`src/rtl/mem_align_unit.sv`:
```
// mem_align_unit: aligns byte/half/word/dword loads and stores onto an NB-lane SRAM, splitting misaligned accesses into two beats
// Ports: clk, cpurst_n (async active-low); req_* request channel with req_valid/req_ready handshake;
//        mem_* SRAM beat channel (mem_gnt accepts a beat, mem_rvalid/mem_rdata return one cycle later);
//        rsp_* one-cycle completion (rsp_rdata extended load result, rsp_err illegal size); split_cnt saturating split counter
module mem_align_unit #(
  parameter int DW = 32,
  parameter int AW = 32
) (
  input  logic            clk,
  input  logic            cpurst_n,
  input  logic            req_valid,
  output logic            req_ready,
  input  logic            req_we,
  input  logic [1:0]      req_size,
  input  logic            req_signed,
  input  logic [AW-1:0]   req_addr,
  input  logic [DW-1:0]   req_wdata,
  input  logic [4:0]      req_rd,
  output logic            mem_cs,
  output logic            mem_we,
  output logic [AW-1:0]   mem_addr,
  output logic [DW/8-1:0] mem_ben,
  output logic [DW-1:0]   mem_wdata,
  input  logic            mem_gnt,
  input  logic            mem_rvalid,
  input  logic [DW-1:0]   mem_rdata,
  output logic            rsp_valid,
  output logic            rsp_wr_reg,
  output logic            rsp_err,
  output logic [4:0]      rsp_rd,
  output logic [DW-1:0]   rsp_rdata,
  output logic [15:0]     split_cnt
);
  localparam int NB = DW / 8;
  localparam int LB = $clog2(NB);
  localparam int BW = 2 * NB;
  localparam int SW = LB + 1;
  typedef enum logic [2:0] {IDLE, B0, B1, LWAIT, RESP} state_t;
  state_t state, state_n;
  logic we_q, sgn_q, err_q;
  logic [1:0] size_q;
  logic [AW-1:0] addr_q;
  logic [DW-1:0] wd_q, r0_q, rdata_q;
  logic [4:0] rd_q;
  logic [LB-1:0] off;
  logic [3:0] nb;
  logic split, sb, ill;
  logic [BW-1:0] bm;
  logic [AW-1:0] base;
  logic [SW-1:0] rem;
  logic [DW-1:0] cat, keep, merged;
  assign off = addr_q[LB-1:0];
  assign nb = 4'd1 << size_q;
  assign split = 5'(off) + 5'(nb) > 5'(NB);
  // two-beat byte mask: low NB bits go to beat 0, high NB bits to beat 1
  assign bm = ((BW'(1) << nb) - BW'(1)) << off;
  assign base = {addr_q[AW-1:LB], {LB{1'b0}}};
  assign rem = SW'(NB) - SW'(off);
  // mem_rdata is always the last beat here; r0_q holds beat 0 of a split load
  assign cat = DW'((split ? {mem_rdata, r0_q} : {{DW{1'b0}}, mem_rdata}) >> {off, 3'b000});
  // shifting past DW wraps to zero, so the full-width case yields all ones
  assign keep = (DW'(1) << {nb, 3'b000}) - DW'(1);
  assign sb = size_q == 2'd0 ? cat[7] : size_q == 2'd1 ? cat[15] : size_q == 2'd2 ? cat[31] : cat[DW-1];
  assign merged = (cat & keep) | (~keep & {DW{sgn_q & sb}});
  assign ill = req_size == 2'd3 && DW == 32;
  assign req_ready = state == IDLE && cpurst_n;
  assign rsp_valid = state == RESP;
  assign rsp_err = rsp_valid & err_q;
  assign rsp_wr_reg = rsp_valid & ~we_q & ~err_q;
  assign rsp_rd = rsp_valid ? rd_q : 5'd0;
  assign rsp_rdata = rsp_valid ? rdata_q : '0;
  always_comb begin
    state_n = state;
    mem_cs = 1'b0;
    mem_we = 1'b0;
    mem_addr = '0;
    mem_ben = '0;
    mem_wdata = '0;
    case (state)
      IDLE: if (req_valid) state_n = ill ? RESP : B0;
      B0: begin
        mem_cs = 1'b1;
        mem_we = we_q;
        mem_addr = base;
        mem_ben = bm[NB-1:0];
        mem_wdata = wd_q << {off, 3'b000};
        if (mem_gnt) state_n = split ? B1 : we_q ? RESP : LWAIT;
      end
      B1: begin
        mem_cs = 1'b1;
        mem_we = we_q;
        mem_addr = base + AW'(NB);
        mem_ben = bm[BW-1:NB];
        mem_wdata = wd_q >> {rem, 3'b000};
        if (mem_gnt) state_n = we_q ? RESP : LWAIT;
      end
      LWAIT: if (mem_rvalid) state_n = RESP;
      RESP: state_n = IDLE;
      default: state_n = IDLE;
    endcase
  end
  always_ff @(posedge clk or negedge cpurst_n) begin
    if (!cpurst_n) begin
      state <= IDLE;
      we_q <= 1'b0;
      sgn_q <= 1'b0;
      err_q <= 1'b0;
      size_q <= 2'd0;
      addr_q <= '0;
      wd_q <= '0;
      rd_q <= 5'd0;
      r0_q <= '0;
      rdata_q <= '0;
      split_cnt <= 16'd0;
    end else begin
      state <= state_n;
      if (state == IDLE && req_valid) begin
        we_q <= req_we;
        sgn_q <= req_signed;
        size_q <= req_size;
        addr_q <= req_addr;
        wd_q <= req_wdata;
        rd_q <= req_rd;
        err_q <= ill;
        rdata_q <= '0;
      end
      if (state == B1 && mem_rvalid) r0_q <= mem_rdata;
      if (state == LWAIT && mem_rvalid) rdata_q <= merged;
      if (state == B0 && mem_gnt && split && split_cnt != 16'hFFFF) split_cnt <= split_cnt + 16'd1;
    end
  end
endmodule

```
`config.mk`:
```
export PLATFORM = sky130hd
export DESIGN_NAME = mem_align_unit
export DESIGN_NICKNAME = d
export VERILOG_FILES = /design/src/rtl/mem_align_unit.sv
export SDC_FILE = /design/constraint.sdc
export NUM_CORES = 1
export LEC_CHECK = 0
export CAP_MARGIN = 20
export CORE_UTILIZATION = 51
export DETAILED_ROUTE_END_ITERATION = 7
export PLACE_DENSITY = 0.84
export RECOVER_POWER = 25
export SLEW_MARGIN = 10
export SYNTH_ARGS = -nofsm -noshare
export SYNTH_HDL_FRONTEND = slang
export SYNTH_SLANG_ARGS = --single-unit
```
`constraint.sdc`:
```
create_clock -name clk -period 4.3 [get_ports clk]
set_clock_uncertainty 0.2 [all_clocks]
set_input_delay 0.86 -clock clk [delete_from_list [all_inputs] [get_ports clk]]
set_output_delay 0.86 -clock clk [all_outputs]
set_load 0.02 [all_outputs]
```
== Word-level counts from Yosys, hierarchy flattened ==
Cells that the tools add are included.

* Mux-type cells: 20
* Bitwise gates (word level): 10
* Order comparisons: 1
* Reduce and logical (&&, ||, !) cells: 12
* Equal/unequal tests: 11
* Div/mod/pow operators: 0
* Multipliers: 0
* $add $sub $neg: 6
* Shifts and indexed selects: 7

{| class="wikitable"
|+ Operators with widths
! cell !! number
|-
| $pmux 32 s2 || 2
|-
| $mux 32 || 3
|-
| $and 32x32->32 || 2
|-
| $mux 64 || 1
|-
| $shr 64x5->32 || 1
|-
| $add 32x3->32 const B || 1
|-
| $not 32->32 || 1
|-
| $or 32x32->32 || 1
|-
| $shl 1x7->32 const A || 1
|-
| $shl 32x5->32 || 1
|-
| $shr 32x6->32 || 1
|-
| $sub 32x2->32 const B || 1
|-
| $mux 3 || 7
|-
| $add 16x1->16 const B || 1
|-
| $ne 16x16->1 const B || 1
|-
| $pmux 3 s4 || 1
|-
| $ne 2x2->1 const B || 4
|-
| $pmux 4 s2 || 1
|-
| $shl 1x4->8 const A || 1
|-
| $shl 8x2->8 || 1
|-
| $sub 8x2->8 const B || 1
|-
| $logic_and 1x1->1 || 7
|-
| $eq 3x2->1 const B || 2
|-
| $add 2x4->5 || 1
|-
| other kinds (16) || 23
|}

* Bits in writable memories: 0
* Bits in latches: 0
* Logic and storage cells: 78
* Register bits after elaboration: 157
* Memories: 0
* Bits in read-only memories: 0
* Output and inout bits: 127
* Bits of input ports: 110

== Longest topological paths before layout ==
Gate-level depths: netlist (run 1).

* Depth after elaboration: 11
* Mapped depth: 13
* Depth with buffers taken out: 9

== Least setup slack after synthesis (run 1) ==
Ideal clock, no wire load.

* Kind: register to output
* Start point: register addr_q[0]
* End point: output port mem_wdata[25]
* Path slack: 0.319 ns
* Data required time: 3.240 ns
* Data arrival time: 2.921 ns
* Cell stages (with the launch flop): 10
* Path buffers: 4
* Path through: dfrtp_1 > buf_2 > inv_1 > clkbuf_1 > clkbuf_1 > ha_1 > clkbuf_1 > nor3_1 > a21oi_1 > o32ai_1

* Word-level cells in the longest chain between the ends: 3
* Elaborated cells on any way between the ends: 4

{| class="wikitable"
|+ Ends and longest elaborated chain
! what !! RTL line !! text
|-
| start, declared || 42 || <nowiki>logic [AW-1:0] addr_q;</nowiki>
|-
| start signal, assigned || 121 || <nowiki>addr_q <= req_addr;</nowiki>
|-
| $sub 3x2->3 || 58 || <nowiki>assign rem = SW'(NB) - SW'(off);</nowiki>
|-
| $shr 32x6->32 || 94 || <nowiki>mem_wdata = wd_q >> {rem, 3'b000};</nowiki>
|-
| $pmux 32 s2 (*) || 79 || <nowiki>case (state)</nowiki>
|-
| end, declared || 23 || <nowiki>output logic [DW-1:0] mem_wdata,</nowiki>
|}

Every way passes the cells marked *; elsewhere a longest branch is shown, timed or not.

== Worst setup path in the final report (run 1) ==
* Start point: register state[1]
* End point: output port mem_wdata[26]

* Word-level cells in the longest chain between the ends: 2
* Elaborated cells on any way between the ends: 3

{| class="wikitable"
|+ Ends and longest elaborated chain
! what !! RTL line !! text
|-
| start, declared || 39 || <nowiki>state_t state, state_n;</nowiki>
|-
| start signal, assigned || 116 || <nowiki>state <= state_n;</nowiki>
|-
| $eq 3x2->1 or $eq 3x1->1 (tied branches) || 79 ||
|-
| $pmux 32 s2 (*) || 79 ||
|}

Marks and branches as above.

==> metrics, run 1 <==
Clk pin slew, worst setup/hold paths around 0.060 ns; Finished Layout Cells between 1500 and 2000; Root Driver clkbuf_16; Post-Syn Instances 1107; Inst Count DP between 1500 and 2000; sequential element share of the synthesized area 0.385; cts bufs inserted 17; Synth async-reset ratio 1.00; sum of negative setup slack 0 ns; area grow syn2layout 30.7%; row count 51; Die ar. 20600 sq um; Post-synth top flop dfrtp_1; Fin. Hold Viols 0; CTS H-tree lvls 4; final-stage net count 1414; clock sinks 157; initial core utilization 0.523; failing checks max-capacitance violations, max-slew violations; dpl hpwl about 23000 um; Fillers 1585; DRC Markers 0; path type of the worst setup path reg -> out; Post-CTS Setup Bufs 0; number of global-route vias before repair 9334; drt first pass iters 7; synth unique cells 67; Layout Utilization 0.683; final setup vio count 0; RSZ-0062 raised after global routing false; Least-Margin Pin Slew 1.65 ns; Tot GR Track Use 0.324; fin area 13300 sq um; Worst IR Drop VDD 0.464 mV; Tcrit/Tclk final 0.963; number of vias per cell 6.26; max-cap violations 1; CTS tree built; Worst setup SP type register; n_diodes 0; number of DRC markers in iteration 0 between 1000 and 1500; initial antenna violation count 0; chip height between 100 and 150 um; Hold Crit Class in -> async; mapped cell area between 10000 and 15000 sq um; Die Wd 143 um; Final ANT Viol Nets 0; status finished with violations; critical path arrival 3.08 ns; Yosys reg bits 157; largest net degree at the start of global routing 112; CORE AREA ~20000 sq um; Ports 237; grt ovf 0; Avg Synthesized Cell Area 9.22 sq um; Final Slew Violations 66; DR WL/cell 20.9 um; WL final 32900 um; Critical Path RT 3.24 ns; share of layout cells above drive strength 1 0.152; Final Wtd Congestion 0.916; Post-synth EDFFs 0; Synth Warn # 0; port bufs roughly 230; pwr dens 803 nW/um^2; FMAX 241 MHz; minimum clock period 4.14 ns; Slew HR -0.0971; critical path fanouts, max 15; endpoint type of the worst setup path output port; DR vias 9860; worst skew pair latency 0.43 ns; Leakage around 5.5 nW; CTS max path bufs 2; placed instance area 12700 sq um; first-pass GRT wire length between 50000 and 60000 um
[per-layer routing]
metal | up-vias | GRT usage | wire (um)
li1 | 4482 | - | -
met1 | 4729 | 0.452 | 14000
met2 | 575 | 0.496 | 14900
met3 | 74 | 0.0773 | 3150
met4 | 0 | 0.103 | 817
met5 | - | 0 | 0
[layout by cell type, fill, tap and decap left out, types with 12 or more instances in the layout]
| cell | Yosys | layout |
|---|---|---|
| clkdlybuf4s50_1 | 0 | 233 |
| nand2_1 | 173 | 173 |
| dfrtp_1 | 157 | 155 |
| mux2_2 | 108 | 108 |
| o21ai_0 | 87 | 87 |
| mux2i_1 | 63 | 63 |
| a21oi_1 | 60 | 60 |
| and3_1 | 47 | 47 |
| nand3_1 | 44 | 44 |
| nor2_1 | 36 | 33 |
| buf_4 | 4 | 23 |
| o22ai_1 | 21 | 21 |
| clkbuf_16 | 0 | 17 |
| nand4_1 | 16 | 16 |
| a32o_1 | 15 | 15 |
| xnor2_1 | 15 | 15 |
| a31oi_1 | 14 | 14 |
| inv_1 | 12 | 12 |
[power breakdown]
group | total [W] | switching (W) | internal (W) | leakage [nW]
clock network | 0.00157 | 0.000630 | 0.000937 | 0.280
logic | 0.00626 | 0.00353 | 0.00273 | 3.22
registers | 0.00288 | 0.000742 | 0.00214 | 1.96
total | 0.0107 | 0.00490 | 0.00580 | 5.46
[cell usage after synthesis, types with 10 or more instances]
library cell	instances	area [sq um]
nand2_1	173	649
dfrtp_1	157	3930
mux2_2	108	1220
o21ai_0	87	435
mux2i_1	63	631
a21oi_1	60	300
clkbuf_1	54	203
and3_1	47	294
nand3_1	44	220
nor2_1	36	135
buf_2	22	110
o22ai_1	21	131
nand4_1	16	100
a32o_1	15	150
xnor2_1	15	131
a31oi_1	14	87.6
inv_1	12	45.0
mux4_2	10	225
nor3_1	10	50.1
[final timing paths]
check	start	end	slack, ns	cells after the start
max in group asynchronous	cpurst_n	rdata_q[1]	1.85	2
max reg2reg	addr_q[0]	rdata_q[14]	0.62	10
min reg2reg	rdata_q[23]	rdata_q[23]	0.29	2
min in group clk	rdata_q[23]	rdata_q[23]	0.29	2
min	cpurst_n	wd_q[29]	0.13	1
max	state[1]	mem_wdata[26]	0.16	6
[area by class of cell]
type / count / area (sq um) / share of cell area
inverter: 14 / 52.6 / 0.00394
tap: 265 / 332 / 0.0249
timing repair buffer: 261 / 2570 / 0.192
clock inverter: 10 / 139 / 0.0104
clock buffer: 20 / 457 / 0.0342
sequential: 157 / 3930 / 0.295
multi-input combinational: 847 / 5860 / 0.439
[stage by stage]
step / power, W / setup slack [ns] / hold WS (ns)
detailed placement: 0.00899 / 0.650 / 0.278
CTS: 0.0106 / 0.172 / 0.133
global placement: 0.00885 / 0.729 / 0.271
finish: 0.0107 / 0.158 / 0.130
floorplan: 0.00691 / 0.319 / 0.251
global route: 0.0113 / 0.0347 / 0.143
[critical path: stages, from the launching register on]
cell	delay [ns]
dfrtp_1	0.62
or3b_1	0.49
nor3_1	0.25
buf_4	0.22
a21oi_1	0.05
o32ai_1	0.34
clkdlybuf4s50_1	0.68
[kinds of logic after synthesis]
kind of cell	count (synthesis)	synth area share
adders and majority gates	6	0.00735
muxes	181	0.203
xor gates and xnor gates	18	0.0154
DFF	157	0.385
other	1	0.000367
buffers and inverters	104	0.0439
and+or+nand+nor	362	0.169
AOI/OAI and AO/OA	278	0.176
[sequential cells by signal (all words and copies together), names as in the netlist]
register,count
sgn_q,1
rdata_q,32
err_q,1
size_q,2
split_cnt,16
addr_q,32
we_q,1
r0_q,32
rd_q,5
wd_q,32
state,3
[what timing repair did]
action	in CTS	in global routing
hold buffers	0	0
setup endpoints to repair	0	2
gates resized for setup	0	2
Note: power is estimated with default switching activity, not from simulation.
==> run 2: changes to the inputs <==
Settings changed: SLEW_MARGIN 10 to 20.
==> results of run 2 <==
No change in the layout: final DEF, timing and power equal those of run 1.
